### src/rtl/core_periph_bridge_if.sv
// Peripheral-bus signal bundle between the bridge (master) and the
// interconnect (slave): request/ack handshake plus write/read data.
interface core_periph_bridge_if;
    logic        p_req;
    logic        p_we;
    logic [31:0] p_addr;
    logic [63:0] p_wdata;
    logic [7:0]  p_be;
    logic        p_ack;
    logic [63:0] p_rdata;
    logic        p_err;

    modport master (
        output p_req,
        output p_we,
        output p_addr,
        output p_wdata,
        output p_be,
        input  p_ack,
        input  p_rdata,
        input  p_err
    );

    modport slave (
        input  p_req,
        input  p_we,
        input  p_addr,
        input  p_wdata,
        input  p_be,
        output p_ack,
        output p_rdata,
        output p_err
    );
endinterface

### src/rtl/core_periph_bridge.sv
// EX-stage peripheral access -> single req/ack bus transaction, d_ready pulse on completion.
// Optional bus timeout abort is enabled by defining PERIPH_TIMEOUT_EN.
module core_periph_bridge #(
    parameter logic [63:0] PERIPHERAL_BASE = 64'h2000_0000,
    parameter int unsigned TIMEOUT_CYCLES  = 255
) (
    input  logic        i_clock,
    input  logic        i_reset,
    input  logic        i_d_valid,
    input  logic [63:0] i_addr,
    input  logic        i_EX_mem_read,
    input  logic        i_EX_mem_write,
    input  logic [63:0] i_wdata,
    input  logic [7:0]  i_byte_en,
    output logic        o_d_ready,
    output logic [63:0] o_rdata,
    output logic        o_d_err,
    core_periph_bridge_if.master bus
);

    typedef enum logic [1:0] {
        S_IDLE = 2'd0,
        S_REQ  = 2'd1,
        S_DONE = 2'd2
    } state_t;

    state_t r_state;
    state_t w_next;

    logic        r_we;
    logic        r_rd;
    logic [31:0] r_addr;
    logic [63:0] r_wdata;
    logic [7:0]  r_be;
    logic [63:0] r_rdata;
    logic        r_err;

    logic        w_launch;
    logic        w_ack;
    logic        w_timeout;
    logic        w_p_req;
    logic        w_d_ready;
    logic [31:0] w_offset;

    assign w_launch = (r_state == S_IDLE) && i_d_valid;
    assign w_ack    = (r_state == S_REQ) && bus.p_ack;
    assign w_offset = 32'(i_addr - PERIPHERAL_BASE);

`ifdef PERIPH_TIMEOUT_EN
    localparam logic [15:0] TMO_LAST = 16'(TIMEOUT_CYCLES - 1);

    logic [15:0] r_tmo_cnt;

    always_ff @(posedge i_clock) begin
        if (i_reset) begin
            r_tmo_cnt <= 16'd0;
        end else if (w_launch) begin
            r_tmo_cnt <= 16'd0;
        end else if ((r_state == S_REQ) && !bus.p_ack) begin
            r_tmo_cnt <= r_tmo_cnt + 16'd1;
        end
    end

    // An ack in the expiry cycle takes precedence over the abort.
    assign w_timeout = (r_state == S_REQ) && !bus.p_ack &&
                       (r_tmo_cnt == TMO_LAST);
`else
    assign w_timeout = 1'b0;
`endif

    always_ff @(posedge i_clock) begin
        if (i_reset) begin
            r_state <= S_IDLE;
        end else begin
            r_state <= w_next;
        end
    end

    always_comb begin
        w_next = r_state;
        unique case (r_state)
            S_IDLE: begin
                if (i_d_valid) begin
                    w_next = S_REQ;
                end
            end
            S_REQ: begin
                if (bus.p_ack || w_timeout) begin
                    w_next = S_DONE;
                end
            end
            S_DONE: begin
                w_next = S_IDLE;
            end
            default: begin
                w_next = S_IDLE;
            end
        endcase
    end

    always_comb begin
        w_p_req   = 1'b0;
        w_d_ready = 1'b0;
        unique case (r_state)
            S_REQ:   w_p_req   = 1'b1;
            S_DONE:  w_d_ready = 1'b1;
            default: begin
                w_p_req   = 1'b0;
                w_d_ready = 1'b0;
            end
        endcase
    end

    // Request fields are frozen at launch; EX inputs are ignored afterwards.
    always_ff @(posedge i_clock) begin
        if (i_reset) begin
            r_we    <= 1'b0;
            r_rd    <= 1'b0;
            r_addr  <= 32'd0;
            r_wdata <= 64'd0;
            r_be    <= 8'd0;
        end else if (w_launch) begin
            r_we    <= i_EX_mem_write;
            r_rd    <= i_EX_mem_read && !i_EX_mem_write;
            r_addr  <= w_offset;
            r_wdata <= i_wdata;
            r_be    <= i_EX_mem_write ? i_byte_en : 8'hFF;
        end
    end

    always_ff @(posedge i_clock) begin
        if (i_reset) begin
            r_rdata <= 64'd0;
            r_err   <= 1'b0;
        end else if (w_ack) begin
            r_rdata <= r_rd ? bus.p_rdata : 64'd0;
            r_err   <= bus.p_err;
        end else if (w_timeout) begin
            r_rdata <= 64'd0;
            r_err   <= 1'b1;
        end
    end

    assign bus.p_req   = w_p_req;
    assign bus.p_we    = r_we;
    assign bus.p_addr  = r_addr;
    assign bus.p_wdata = r_wdata;
    assign bus.p_be    = r_be;

    assign o_d_ready = w_d_ready;
    assign o_rdata   = r_rdata;
    assign o_d_err   = r_err;

endmodule

### src/flat_wrapper.sv
// flat-port wrapper written by rule: the top's interface ports become plain ports
module core_periph_bridge_flat 
#(
    parameter logic [63:0] PERIPHERAL_BASE = 64'h2000_0000,
    parameter int unsigned TIMEOUT_CYCLES  = 255
)
  (i_clock, i_reset, i_d_valid, i_addr, i_EX_mem_read, i_EX_mem_write, i_wdata, i_byte_en, o_d_ready, o_rdata, o_d_err, bus_p_req, bus_p_we, bus_p_addr, bus_p_wdata, bus_p_be, bus_p_ack, bus_p_rdata, bus_p_err);
  core_periph_bridge_if bus_i ();
  input  logic i_clock;
  input  logic i_reset;
  input  logic i_d_valid;
  input  logic [63:0] i_addr;
  input  logic i_EX_mem_read;
  input  logic i_EX_mem_write;
  input  logic [63:0] i_wdata;
  input  logic [7:0] i_byte_en;
  output logic o_d_ready;
  output logic [63:0] o_rdata;
  output logic o_d_err;
  output wire logic [$bits(bus_i.p_req)-1:0] bus_p_req;
  output wire logic [$bits(bus_i.p_we)-1:0] bus_p_we;
  output wire logic [$bits(bus_i.p_addr)-1:0] bus_p_addr;
  output wire logic [$bits(bus_i.p_wdata)-1:0] bus_p_wdata;
  output wire logic [$bits(bus_i.p_be)-1:0] bus_p_be;
  input wire logic [$bits(bus_i.p_ack)-1:0] bus_p_ack;
  input wire logic [$bits(bus_i.p_rdata)-1:0] bus_p_rdata;
  input wire logic [$bits(bus_i.p_err)-1:0] bus_p_err;
  assign bus_p_req = bus_i.p_req;
  assign bus_p_we = bus_i.p_we;
  assign bus_p_addr = bus_i.p_addr;
  assign bus_p_wdata = bus_i.p_wdata;
  assign bus_p_be = bus_i.p_be;
  assign bus_i.p_ack = bus_p_ack;
  assign bus_i.p_rdata = bus_p_rdata;
  assign bus_i.p_err = bus_p_err;
  core_periph_bridge #(.PERIPHERAL_BASE(PERIPHERAL_BASE), .TIMEOUT_CYCLES(TIMEOUT_CYCLES)) u_core (.i_clock(i_clock), .i_reset(i_reset), .i_d_valid(i_d_valid), .i_addr(i_addr), .i_EX_mem_read(i_EX_mem_read), .i_EX_mem_write(i_EX_mem_write), .i_wdata(i_wdata), .i_byte_en(i_byte_en), .o_d_ready(o_d_ready), .o_rdata(o_rdata), .o_d_err(o_d_err), .bus(bus_i));
endmodule
### config.mk
export PLATFORM = sky130hd
export DESIGN_NAME = core_periph_bridge_flat
export DESIGN_NICKNAME = d
export VERILOG_FILES = /design/src/rtl/core_periph_bridge_if.sv /design/src/rtl/core_periph_bridge.sv /design/src/flat_wrapper.sv
export SDC_FILE = /design/constraint.sdc
export NUM_CORES = 1
export LEC_CHECK = 0
export CAP_MARGIN = 20
export CORE_AREA = 2 2 148 150
export DETAILED_ROUTE_END_ITERATION = 16
export DIE_AREA = 0 0 150 152
export PLACE_DENSITY = 0.66
export SLEW_MARGIN = 20
export SYNTH_ARGS = -nofsm -noshare
export SYNTH_HDL_FRONTEND = slang
export SYNTH_SLANG_ARGS = --single-unit
### constraint.sdc
create_clock -name i_clock -period 2.75 [get_ports i_clock]
set_input_delay 0.6875 -clock i_clock [delete_from_list [all_inputs] [get_ports i_clock]]
set_output_delay 0.6875 -clock i_clock [all_outputs]
set_load 0.02 [all_outputs]
Yosys cells after proc, flatten, opt, wreduce, memory -nomap -nowiden

Index checks and enable logic that the tools add are counted.

Output and inout port bits: 172
Logic and storage cells: 26
Input bits: 207
Register bits after elaboration: 173

Add/sub/neg operators: 1
Equality and inequality tests: 4
Muxes and demuxes: 7
Reductions and logical operators: 6

Operator list:

| kind                   | count |
|---|---|
| $mux 64                | 1 |
| $sub 32x30->32 const B | 1 |
| $mux 8                 | 1 |
| $mux 2                 | 2 |
| $ne 2x2->1 const B     | 2 |
| $pmux 2 s2             | 1 |
| $logic_and 1x1->1      | 3 |
| $eq 2x1->1 const B     | 1 |
| $eq 2x2->1 const B     | 1 |
| $logic_not 2->1        | 1 |
| $mux 1                 | 2 |
| $reduce_and 2->1       | 1 |
| $logic_not 1->1        | 1 |

Logic depth before layout (Yosys ltp)

Depth after elaboration: 3
Gate-level depth with buffers: 6
Mapped depth without buffers: 4

Worst setup path before layout

Ideal clock, no wire load.

Kind: input -> register
Start point: input port i_d_valid
End point: register u_core.r_addr[24] (netlist: u_core.bus.p_addr[24])
Slack: 1.068 ns
Required time: 2.610 ns
Data arrival time: 1.541 ns
Path buffers: 3
Stages on the path: 6
Cells stage by stage: or3b_1 > buf_2 > buf_6 > buf_6 > nand2_2 > a21oi_2

Word-level cells in the longest chain between the ends: 1

Ends and longest elaborated chain:

| element                | RTL line                  | RTL |
|---|---|---|
| start: declaration     | flat_wrapper.sv:11        | `input logic i_d_valid;` |
| $logic_and 1x1->1      | core_periph_bridge.sv:45  | `assign w_launch = (r_state == S_IDLE) && i_d_valid;` |
| end signal: assignment | core_periph_bridge.sv:125 | `r_addr <= w_offset;` |
| end: declaration       | core_periph_bridge.sv:32  | `logic [31:0] r_addr;` |

No other way between the ends.
A chain may end at the register's enable or synchronous reset.

Worst setup path after layout

Start point: register u_core.r_state[0]
End point: output port bus_p_req

Word-level cells in the longest chain between the ends: 2

Ends and longest elaborated chain:

| element                  | RTL line                  | RTL |
|---|---|---|
| start: declaration       | core_periph_bridge.sv:27  | `state_t r_state;` |
| start signal: assignment | core_periph_bridge.sv:75  | `r_state <= w_next;` |
| $eq 2x1->1               | core_periph_bridge.sv:104 | `unique case (r_state)` |
| $mux 1                   | core_periph_bridge.sv:104 |  |
| end: declaration         | flat_wrapper.sv:20        | `output wire logic [$bits(bus_i.p_req)-1:0] bus_p_req;` |

No other way between the ends.

==> impl_metrics.tcl <==
set metrics [dict create \
    slew_violations 0 \
    ctsLongestPathBuffers 2 \
    gp_congestion 0.806 \
    synth_flop_cell "dfxtp_1" \
    leakage_uw 0.00366 \
    rrSetupSlack_ps 1210 \
    dp_hpwl_um 14400 \
    drtIter0Drc 222 \
    hold_buffers 0 \
    cts_sinks 173 \
    synthCells 760 \
    yosysWarnings 0 \
    maxCapViolations 0 \
    synth_top_cell_area_share_pct 55.9 \
    place_ws_ps 418 \
    arrival_ps 1680 \
    p_per_area_nw_per_um2 578 \
    worst_setup_path_end_kind "output port" \
    synthTopCellsByCount "245 x nand2_1, 173 x dfxtp_1, 151 x a21oi_1" \
    clock.fmax_mhz 422 \
    cell_internal_pwr_uw 4430 \
    relSlewSlack_pct 53.9 \
    crit_start "u_core.r_state[0]$_SDFFE_PP0P_" \
    crit_fanout 6 \
    htreeDepth 4 \
    cts_buffers 17 \
    min_period_over_period_pct 86.3 \
    endpoint "bus_p_req" \
    fin_ws_ps 378 \
    grt_pass1_wl_um 32300 \
    finalNonFillerCells 1370 \
    synth-edff-count 0 \
    synth_area_leaders "dfxtp_1 56%, nand2_1 15%, a21oi_1 12%" \
    period_needed_ps 2370 \
    whs_ps 450 \
    switching_share_pct 26.6 \
    port_buffers 346 \
    die_w_um 150 \
    drive_gt1_share_pct 6.70 \
    io_pins 379 \
    seq_area_frac_synth_pct 55.9 \
    synthDistinctLibCells 22 \
    grt_pass1_vias 5932 \
    setup_tns_ps 0 \
    ant_nets 0 \
    r2r-end "u_core.bus.p_wdata[44]$_SDFFE_PP0P_" \
    synth-adder-area-share_pct 0.202 \
    vias_per_cell 4.54 \
    tightest_slew_ps 692 \
    pwr-share-seq_pct 44.2 \
    cts-root-buf "clkbuf_16" \
    syn2layout_area_growth_pct 68.6 \
    nFillCells 2097 \
    crit_path_start_kind "flip-flop" \
    synth-simple-area-share_pct 24.3 \
    clkPwrFrac_pct 39.7 \
    netlist_area_sq_um 6200 \
    dpl.cell_count 1339 \
    worst_ep_required_time_ps 2060 \
    rows 54 \
    muxShareOfSynthArea_pct 0 \
    vias 6220 \
    overflow 0 \
    synthMostInstantiatedCell "nand2_1" \
    grt_setup_unrepaired "no" \
    grtUsageTotal_pct 17.7 \
    rr_startpoint "u_core.r_state[1]$_SDFFE_PP0P_" \
    ir_worst_vdd_mv 0.374 \
    drc 0 \
    synth_compound_area_share_pct 14.0 \
    p_comb_share_pct 16.1 \
    start_util_pct 29.0 \
    post_cts_resize_count 0 \
    syn_nets 968 \
    worstRegToRegCells 4 \
    dr.pass1.iters 5 \
    ys_seq_elements 173 \
    cts.clk_slew.worst_paths_ps 70 \
    wl_per_cell_um 15.1 \
    synthArstFlopShare_pct 0 \
    nets 1286 \
    setup_viol 0 \
    post_cts_buffers 0 \
    synthXorXnorAreaFrac_pct 0.141 \
    diodes 0 \
    outcome "finished, final reports clean" \
    p_switching_uw 1610 \
    yosys.area.top_type "dfxtp_1" \
    hold_viol_final 0 \
    hold_start "u_core.o_rdata[4]$_SDFFE_PP0P_" \
    p_total_uw 6040 \
    die_h_um 152 \
    clock_skew_ps 7.19 \
    dieArea_sq_um 22800 \
    synth_top_family_by_area "simple AND/OR/NAND/NOR gates" \
    core_area_sq_um 21400 \
    grt_max_degree 107 \
    worstSetupPathType "flip-flop to output port" \
    hold_class "flip-flop to flip-flop" \
    multi_input_area_sq_um 2400 \
    syn_avg_cell_area_sq_um 8.16 \
    drt-total-wl_um 20700 \
    regArea_sq_um 3460 \
    clk_latency_ps 420 \
    antenna_found_initial 0 \
    cts_tree "done" \
]
registers in the layout (all words and copies together) (netlist names):
signal	flops
u_core.o_rdata	64
u_core.r_state	2
u_core.bus.p_be	8
u_core.bus.p_wdata	64
u_core.bus.p_addr	32
u_core.bus.p_we	1
u_core.o_d_err	1
u_core.r_rd	1
layer usage:
metal | GRT usage (%) | routed length, um | vias to the layer above
met5 | 0 | 0 | -
met4 | 6.47 | 511 | 0
met3 | 5.47 | 1590 | 33
met2 | 29.7 | 10000 | 220
met1 | 21.2 | 8640 | 2839
li1 | - | - | 3128
cells in the final DEF (no fill, tap or decap), types with 2 or more instances in the layout:
cell,count
nor3_1,8
buf_4,13
clkdlybuf4s50_1,345
clkinvlp_4,3
a21oi_2,10
a211oi_1,3
clkinv_4,3
nor2b_1,2
nand3_1,64
inv_8,3
nor2_1,12
buf_12,4
nor3b_1,8
nand2_1,245
inv_1,2
clkbuf_16,17
a21oi_1,151
inv_6,2
dfxtp_1,172
nand3b_1,2
clkbuf_8,2
nand2_2,10
power by group through the flow:
| stage | clock, uW | combinational, uW | sequential [uW] |
|---|---|---|---|
| 2_1_floorplan | 0 | 301 | 2860 |
| 3_3_place_gp | 0 | 975 | 2720 |
| 3_5_place_dp | 0 | 980 | 2730 |
| 4_1_cts | 2470 | 985 | 2670 |
| 5_1_grt | 2570 | 1050 | 2680 |
| 6_report | 2400 | 972 | 2670 |
final cells by class:
type                            count  share of cell area, %
Inverter                            2                 0.0718
Clock inverter                     12                   1.25
Clock buffer                       19                   4.33
Tap cell                          280                   3.35
Multi-Input combinational cell    521                   23.0
Timing Repair Buffer              363                   34.9
Sequential cell                   173                   33.2
worst max-delay path, cell delays in order (launching register included):
cell,delay [ps]
dfxtp_1,420
nor2b_1,200
clkdlybuf4s50_1,650
stage by stage:
| stage | cell area (sq um) | utilization [%] |
|---|---|---|
| finish | 10500 | 48.9 |
| global route | 10500 | 48.9 |
| CTS | 10500 | 48.9 |
| detailed placement | 9870 | 46.2 |
| global placement | 9870 | 46.2 |
| floorplan | 6200 | - |
worst min-delay path by stage:
stage	endpoint	slack, ps	cells after the start
after floorplan	u_core.o_rdata[39]$_SDFFE_PP0P_	530	2
after global placement	u_core.o_rdata[34]$_SDFFE_PP0P_	440	2
after detailed placement	u_core.o_rdata[2]$_SDFFE_PP0P_	440	2
after CTS	u_core.o_rdata[2]$_SDFFE_PP0P_	450	2
after global routing	u_core.o_rdata[29]$_SDFFE_PP0P_	460	2
final	u_core.o_rdata[4]$_SDFFE_PP0P_	450	2
cell families (layout without fill, tap and decap cells):
| kind of cell | count (synthesis) | after routing |
|---|---|---|
| adders and majority gates | 1 | 1 |
| buffers and inverters | 66 | 396 |
| xor gates and xnor gates | 1 | 1 |
| AOI/OAI and AO/OA | 164 | 164 |
| DFF | 173 | 173 |
| and+or+nand+nor | 355 | 355 |
No activity file was read; power rests on OpenSTA's default activity.
